$ cat config.mk
export PLATFORM = sky130hd
export DESIGN_NAME = bcd_sub_serial
export DESIGN_NICKNAME = d
export VERILOG_FILES = /design/src/rtl/bcd_sub_serial_pkg.sv /design/src/rtl/bcd_digit_sub.sv /design/src/rtl/bcd_sub_serial.sv
export SDC_FILE = /design/constraint.sdc
export NUM_CORES = 1
export LEC_CHECK = 0
export CAP_MARGIN = 40
export CORE_UTILIZATION = 42
export DETAILED_ROUTE_END_ITERATION = 10
export PLACE_DENSITY_LB_ADDON = 0.08
export SLEW_MARGIN = 5
export SYNTH_ARGS = -nofsm -noshare
export SYNTH_HDL_FRONTEND = slang
export SYNTH_HIERARCHICAL = 1
export SYNTH_SLANG_ARGS = --single-unit
export TNS_END_PERCENT = 20
$ cat constraint.sdc
create_clock -name clk -period 3.35 [get_ports clk]
set_input_delay 0.67 -clock clk [delete_from_list [all_inputs] [get_ports clk]]
set_output_delay 0.67 -clock clk [all_outputs]
set_load 0.05 [all_outputs]
$ cat src/rtl/bcd_sub_serial_pkg.sv
// Shared definitions for the digit-serial BCD subtractor:
// FSM encodings, BCD digit width and digit-range helper.
package bcd_sub_serial_pkg;

   typedef enum logic [1:0] {
      IDLE = 2'd0,
      RUN  = 2'd1,
      DONE = 2'd2
   } state_t;

   localparam int         BCD_W   = 4;
   localparam logic [3:0] BCD_MAX = 4'd9;

   function automatic logic bcd_ok(input logic [BCD_W-1:0] dig);
      return dig <= BCD_MAX;
   endfunction

endpackage

$ cat src/rtl/bcd_digit_sub.sv
// One BCD digit of subtraction with borrow: d = a - b - bi, wrapped by +10 on borrow.
module bcd_digit_sub
   import bcd_sub_serial_pkg::*;
(
   input  logic [BCD_W-1:0] a,
   input  logic [BCD_W-1:0] b,
   input  logic             bi,
   output logic [BCD_W-1:0] d,
   output logic             bo
);

   logic [BCD_W:0] t;

   // Operands are 0..9, so t spans -10..9 and bit 4 is the sign.
   always_comb begin
      t  = {1'b0, a} - {1'b0, b} - {{BCD_W{1'b0}}, bi};
      bo = t[BCD_W];
      d  = t[BCD_W] ? t[BCD_W-1:0] + 4'd10 : t[BCD_W-1:0];
   end

endmodule

$ cat src/rtl/bcd_sub_serial.sv
// Digit-serial BCD subtractor: one shared digit slice walks the operands LSD first,
// one digit per cycle, with operands latched on acceptance.
module bcd_sub_serial
   import bcd_sub_serial_pkg::*;
#(
   parameter int DIGITS = 4
) (
   input  logic                  clk,
   input  logic                  rst,
   input  logic                  start,
   input  logic [4*DIGITS-1:0]   minuend,
   input  logic [4*DIGITS-1:0]   subtrahend,
   input  logic                  bin,
   output logic                  busy,
   output logic                  done,
   output logic [4*DIGITS-1:0]   diff,
   output logic                  bout,
   output logic                  invalid
);

   localparam int              IDXW = (DIGITS > 1) ? $clog2(DIGITS) : 1;
   localparam logic [IDXW-1:0] LAST = IDXW'(DIGITS - 1);

   state_t state, state_nx;

   logic [DIGITS-1:0][BCD_W-1:0] a_q, b_q, d_q;
   logic [IDXW-1:0]              idx;
   logic                         borrow;
   logic                         bad;
   logic [BCD_W-1:0]             dig_d;
   logic                         dig_bo;

   always_comb begin
      bad = 1'b0;
      for (int i = 0; i < DIGITS; i++) begin
         if (!bcd_ok(minuend[BCD_W*i +: BCD_W]) || !bcd_ok(subtrahend[BCD_W*i +: BCD_W]))
            bad = 1'b1;
      end
   end

   bcd_digit_sub u_dig (
      .a  (a_q[idx]),
      .b  (b_q[idx]),
      .bi (borrow),
      .d  (dig_d),
      .bo (dig_bo)
   );

   always_ff @(posedge clk) begin
      if (rst) state <= IDLE;
      else     state <= state_nx;
   end

   // An invalid request still spends one RUN cycle, so its done lands one edge after acceptance.
   always_comb begin
      state_nx = state;
      unique case (state)
         IDLE:    if (start) state_nx = RUN;
         RUN:     if (invalid || idx == LAST) state_nx = DONE;
         DONE:    state_nx = IDLE;
         default: state_nx = IDLE;
      endcase
   end

   always_ff @(posedge clk) begin
      if (rst) begin
         a_q     <= '0;
         b_q     <= '0;
         d_q     <= '0;
         idx     <= '0;
         borrow  <= 1'b0;
         bout    <= 1'b0;
         invalid <= 1'b0;
      end else begin
         unique case (state)
            IDLE: begin
               if (start) begin
                  a_q     <= minuend;
                  b_q     <= subtrahend;
                  borrow  <= bin;
                  idx     <= '0;
                  d_q     <= '0;
                  bout    <= 1'b0;
                  invalid <= bad;
               end
            end
            RUN: begin
               if (!invalid) begin
                  d_q[idx] <= dig_d;
                  borrow   <= dig_bo;
                  idx      <= idx + 1'b1;
                  if (idx == LAST) bout <= dig_bo;
               end
            end
            default: ;
         endcase
      end
   end

   assign diff = d_q;
   assign busy = (state != IDLE);
   assign done = (state == DONE);

endmodule

==> results of run 1 <==
## worst paths after layout
check                   to   start  cells past startpoint
setup / recovery  diff[14]  idx[1]                     10
hold / removal      a_q[5]  a_q[5]                      2
setup reg to reg  diff[14]  idx[1]                     10
hold reg to reg     a_q[5]  a_q[5]                      2
## placed cells by master (no fill, tap or decap), types with 3 or more instances in the layout
cell type	n
and2_1	6
nand2b_1	3
nor2_1	21
mux2i_1	5
nand3b_1	5
nor3_1	5
nor3b_2	3
dfxtp_1	54
nand2_1	66
inv_1	11
mux4_2	8
o21ai_0	9
a22oi_1	12
clkdlybuf4s50_1	54
a21o_1	4
a21oi_1	36
xnor2_1	3
buf_4	6
ha_1	11
clkbuf_8	5
## logic make-up after synthesis
kind of cell    after synthesis  synth area share
flops                        55             0.410
buf+inv                      30            0.0619
fa+ha+maj                    13            0.0661
mux                          14            0.0913
compound gates               66             0.146
simple gates                119             0.208
xor+xnor                      5            0.0163
## what timing repair did
action | 4_1_cts | 5_1_grt
buffers inserted | 0 | 0
endpoints found under the setup margin | 0 | 1
gates resized for setup | 0 | 1
## where the power goes
group | total, W | leakage [nW] | switching [W] | internal (W)
combinational | 0.000474 | 0.768 | 0.000252 | 0.000222
clock | 0.000370 | 0.0483 | 0.000222 | 0.000148
sequential | 0.000723 | 0.450 | 0.0000286 | 0.000694
total | 0.00157 | 1.27 | 0.000503 | 0.00106
## metal layers
metal,wire length (um),part of all wire,vias up
met5,0,0,-
met4,99,0.017,0
met3,218,0.038,10
met2,2690,0.47,54
met1,2760,0.48,1028
li1,-,-,1120
## final cells by class
cell class	instances	area (um2)
Clock buffer	5	68.8
Inverter	11	41.3
Timing Repair Buffer	62	611
Tap cell	75	93.8
Multi-Input combinational cell	217	1420
Clock inverter	3	18.8
Sequential cell	55	1100
Fill cell	569	2710
## worst min-delay path, stage by stage, from the launching register on
cell and delay, ps:
dfxtp_1 320, nand2_1 50, a21oi_1 50
## flip-flops by register name, summed over array words and instances, names as in the netlist
| name | cells |
|---|---|
| bout | 1 |
| invalid | 1 |
| idx | 2 |
| diff | 16 |
| a_q | 16 |
| state | 2 |
| borrow | 1 |
| b_q | 16 |
## through the flow
stage               std cells  utilization  total power [W]
CTS                       428        0.553          0.00158
detailed placement        420        0.539          0.00121
global placement          419        0.536          0.00121
finish                    428        0.553          0.00157
floorplan                 302            -          0.00105
global route              428        0.553          0.00167
==> run metrics, run 1 <==
latest clock arrival within the worst-skew pair=310 ps; worst path cell trace=mux4_2 > fa_1 > fa_1 > nand2b_1 > a211o_1 > and2_4 > mux2_4 > and2_1 > mux2i_1 > nor2_1; Final Max Tran Viols=0; Crit Path Class=reg -> reg; final hold vios=0; setup TNS=0 ps; GR Util met2=0.317; H-tree levels=2; clock buffer depth=2; DR WL/cell=13.5 um; peak supply drop=0.000236 V; CTS Buf Count=5; Starting Density=0.443; main flop type after synthesis=dfxtp_1; share of cells above drive strength 1=0.0992; Core ar.=6060 um2; CTS tree=done; DPL Wire Length=4270 um; # diodes=0; distinct cell type count after synthesis=37; Yosys top cell area share=0.410; antenna violations before repair=0; ys async rst share=0; Reg clk slew, reported paths=100 ps; GPL Wtd Cong=0.778; #FFs+latches synth=55; RSZ-0062 raised after global routing=false; Fmax achieved=317 MHz; CP max-delay cell=mux4_2; largest net degree at the start of global routing=35; die area=6720 um2; first-pass GRT wire length=9730 um; outcome=finished clean; delay-heaviest family, CP=multiplexers; Top-Level Pins=56; GRT met3 Usage=0.0344; top cells by area, synth=dfxtp_1 41%, nand2_1 9.2%, a21oi_1 6.7%; die width=82.0 um; DR vias=2212; Std-Cell Rows=28; startpoint types=flop; sequential area share after synthesis=0.410; CP Data Required Time=3560 ps; flop-to-flop setup slack=190 ps; 1st-iter DRT viols=90; vias in the first global route=2041; Post-synth EDFFs=0; Final Skew=4.27 ps; PwrDens=467 nW/um2; Slew HR=0.516; DRC errors left=0; clk sinks=55; fin crit share=0.943; final setup vio count=0; setup slack after layout=192 ps; Clock Tree Root=clkbuf_8; crit-path most repeated cell=fa_1; Mean Syn Cell Area=8.90 um2; Most Used Layer, Global Route=met2; vias per cell=5.17; Crit Path Max Fanout=4; DRT Pass-1 Iters=4; top-count cell post-synth=nand2_1; final wirelength=5770 um; HP Class=reg -> reg; max-cap violations=0; remaining global-route overflow=0; Synth-to-Final Area Change=24.9%; Yosys warnings=6; cell taking the most area after synthesis=dfxtp_1; Worst Setup End Kind=flop; Worst Tran Pin Value=725 ps; chip height=82.0 um; met1 Use GR=0.250; area post-placement=3270 um2; NumNets Final=401; Routed Antenna Nets=0; Overall Global Routing Usage=0.193; number of hold buffers added after cts=0; Commonest cells post-synth=66 x nand2_1, 55 x dfxtp_1, 36 x a21oi_1; Post-Syn Nets=351; worst path arrival time=3370 ps; leakage=1.27 nW; Placement Setup Slack=172 ps; post-layout min period=3160 ps; Synth Instances=302; Hold Slack=459 ps; synthesized area=2690 um2; delay of the slowest critical-path stage=530 ps; fin area=3350 um2; port buffer count=55; WP buf/inv=0
No activity file was read; power rests on OpenSTA's default activity.
==> run 2: changes to the inputs <==
Settings changed: SETUP_SLACK_MARGIN set to 0.2.
==> run metrics, run 2 (synthesized netlist as in run 1, its figures left out) <==
crit-path most repeated cell=fa_2 (was fa_1); commonest non-fill, non-tap cells in the layout=66 x nand2_1, 54 x clkdlybuf4s50_1, 53 x dfxtp_1 (was 66 x nand2_1, 54 x dfxtp_1, 54 x clkdlybuf4s50_1); Routed Antenna Nets=0 (unchanged); antenna violations before repair=0 (unchanged); max-cap violations=0 (unchanged); Worst Tran Pin Value=712 ps (was 725 ps); DRT Pass-1 Iters=5 (was 4); final wirelength=5920 um (was 5770 um); Fmax achieved=332 MHz (was 317 MHz); DPL Wire Length=4360 um (was 4270 um); vias in the first global route=2040 (was 2041); largest net degree at the start of global routing=39 (was 35); DR vias=2211 (was 2212); startpoint types=flop (unchanged); port buffer count=55 (unchanged); first-pass GRT wire length=9770 um (was 9730 um); sw frac=0.320 (was 0.321); Core ar.=6060 um2 (unchanged); Crit Path Class=reg -> reg (unchanged); DRC errors left=0 (unchanged); # diodes=0 (unchanged); Starting Density=0.443 (unchanged); Clock Tree Root=clkbuf_8 (unchanged); post-layout min period=3010 ps (was 3160 ps); Reg clk slew, reported paths=100 ps (about the same); NumNets Final=402 (was 401); final setup vio count=0 (unchanged); GPL Wtd Cong=0.795 (was 0.778); Final Max Tran Viols=0 (unchanged); CP max-delay cell=mux4_2 (unchanged); Tot Pwr=0.00158 W (was 0.00157 W); delay of the slowest critical-path stage=510 ps (was 530 ps); Comb power frac=0.292 (was 0.303); Hold Path Depth=2 (unchanged); worst path cell trace=mux4_2 > fa_2 > fa_2 > nand2b_1 > a211o_1 > and2_4 > mux2_4 > and2_1 > mux2i_1 > nor2_1 (was mux4_2 > fa_1 > fa_1 > nand2b_1 > a211o_1 > and2_4 > mux2_4 > and2_1 > mux2i_1 > nor2_1); RR Endpoint=diff[14] (unchanged); Hold Crit Start=b_q[10] (was a_q[5]); die area=6720 um2 (unchanged); DR WL/cell=13.8 um (was 13.5 um); Hold Path End=b_q[10] (was a_q[5]); H-tree levels=2 (unchanged); Net Sw Power=0.000506 W (was 0.000503 W); leakage=1.27 nW (about the same); clk sinks=55 (unchanged); die width=82.0 um (unchanged); Top-Level Pins=56 (unchanged); flop-to-flop setup slack=340 ps (was 190 ps); PwrDens=468 nW/um2 (was 467 nW/um2); Clock Power Share=0.249 (was 0.236); Overall Global Routing Usage=0.194 (was 0.193); outcome=finished clean (unchanged); Synth-to-Final Area Change=25.9% (was 24.9%); RSZ-0062 raised after global routing=false (unchanged); setup TNS=0 ps (unchanged); Int Pwr=0.00108 W (was 0.00106 W); chip height=82.0 um (unchanged); 1st-iter DRT viols=83 (was 90); CTS Buf Count=5 (unchanged); FF-to-FF path depth=10 (unchanged); HP Class=reg -> reg (unchanged); CP Data Required Time=3540 ps (was 3560 ps); vias per cell=5.15 (was 5.17); CTS tree=done (unchanged); Slew HR=0.524 (was 0.516); commonest non-fill, non-tap cell in the layout=nand2_1 (unchanged); peak supply drop=0.000269 V (was 0.000236 V); clock buffer depth=2 (unchanged); latest clock arrival within the worst-skew pair=310 ps (about the same); fin crit share=0.899 (was 0.943); Worst Setup End Kind=flop (unchanged); Crit Path Max Fanout=4 (unchanged); remaining global-route overflow=0 (unchanged); Final Skew=6.56 ps (was 4.27 ps); final hold vios=0 (unchanged); Seq pwr share=0.459 (was 0.461); worst path arrival time=3200 ps (was 3370 ps); Std-Cell Rows=28 (unchanged); reg2reg start=idx[1] (unchanged); share of cells above drive strength 1=0.110 (was 0.0992)
run 2: what timing repair did:
item / 4_1_cts / 5_1_grt
gates resized for setup: 1 / 2
pin swaps: 0 / 1
hold buffers: 0 / 0
endpoints found under the setup margin: 1 / 3
setup buffers: 0 / 2
run 2: worst max-delay path by stage:
stage                     startpoint  endpoint  cells after the start
after floorplan               idx[1]  diff[14]                     11
after detailed placement      idx[0]  diff[14]                     11
after CTS                     idx[1]  diff[14]                     10
after global placement        idx[0]  diff[14]                     11
final                         idx[1]  diff[14]                     10
after global routing          idx[1]  diff[14]                     10
run 2: final cells by class:
type / count / area (um2)
fill: 594 / 2680
multi-input combinational: 217 / 1420
sequential: 55 / 1110
timing repair buffer: 63 / 618
tap: 75 / 93.8
clock buffer: 6 / 82.6
inverter: 11 / 41.3
clock inverter: 2 / 16.3
run 2: stage by stage:
stage | hold WS [ps] | worst slack, ps | std cells | cell area (um2) | utilization
final | 458 | 339 | 429 | 3380 | 0.558
after global routing | 476 | 210 | 429 | 3380 | 0.558
after CTS | 461 | 243 | 427 | 3360 | 0.555
after detailed placement | 447 | 214 | 419 | 3260 | 0.538
after global placement | 442 | 244 | 418 | 3240 | 0.535
after floorplan | 433 | 235 | 302 | 2700 | -
run 2: power by group through the flow:
stage	Sequential (W)	Combinational (W)	Clock, W
final	0.000726	0.000463	0.000394
after global routing	0.000732	0.000507	0.000427
after CTS	0.000727	0.000465	0.000402
after detailed placement	0.000742	0.000464	0
after global placement	0.000742	0.000454	0
after floorplan	0.000764	0.000292	0
run 2: critical path: cells and delay by family (launching register included):
family | cells | cell delay (ps)
flops | 1 | 350
simple gates | 4 | 540
compound gates | 1 | 310
fa+ha+maj | 2 | 730
mux | 3 | 970
run 2: per-layer routing:
metal  wire length [um]  up-vias  global-route usage
li1                   -     1119                   -
met4                 86        0              0.0772
met1               2750     1026               0.247
met5                  0        -                   0
met2               2860       60               0.322
met3                226        6              0.0344
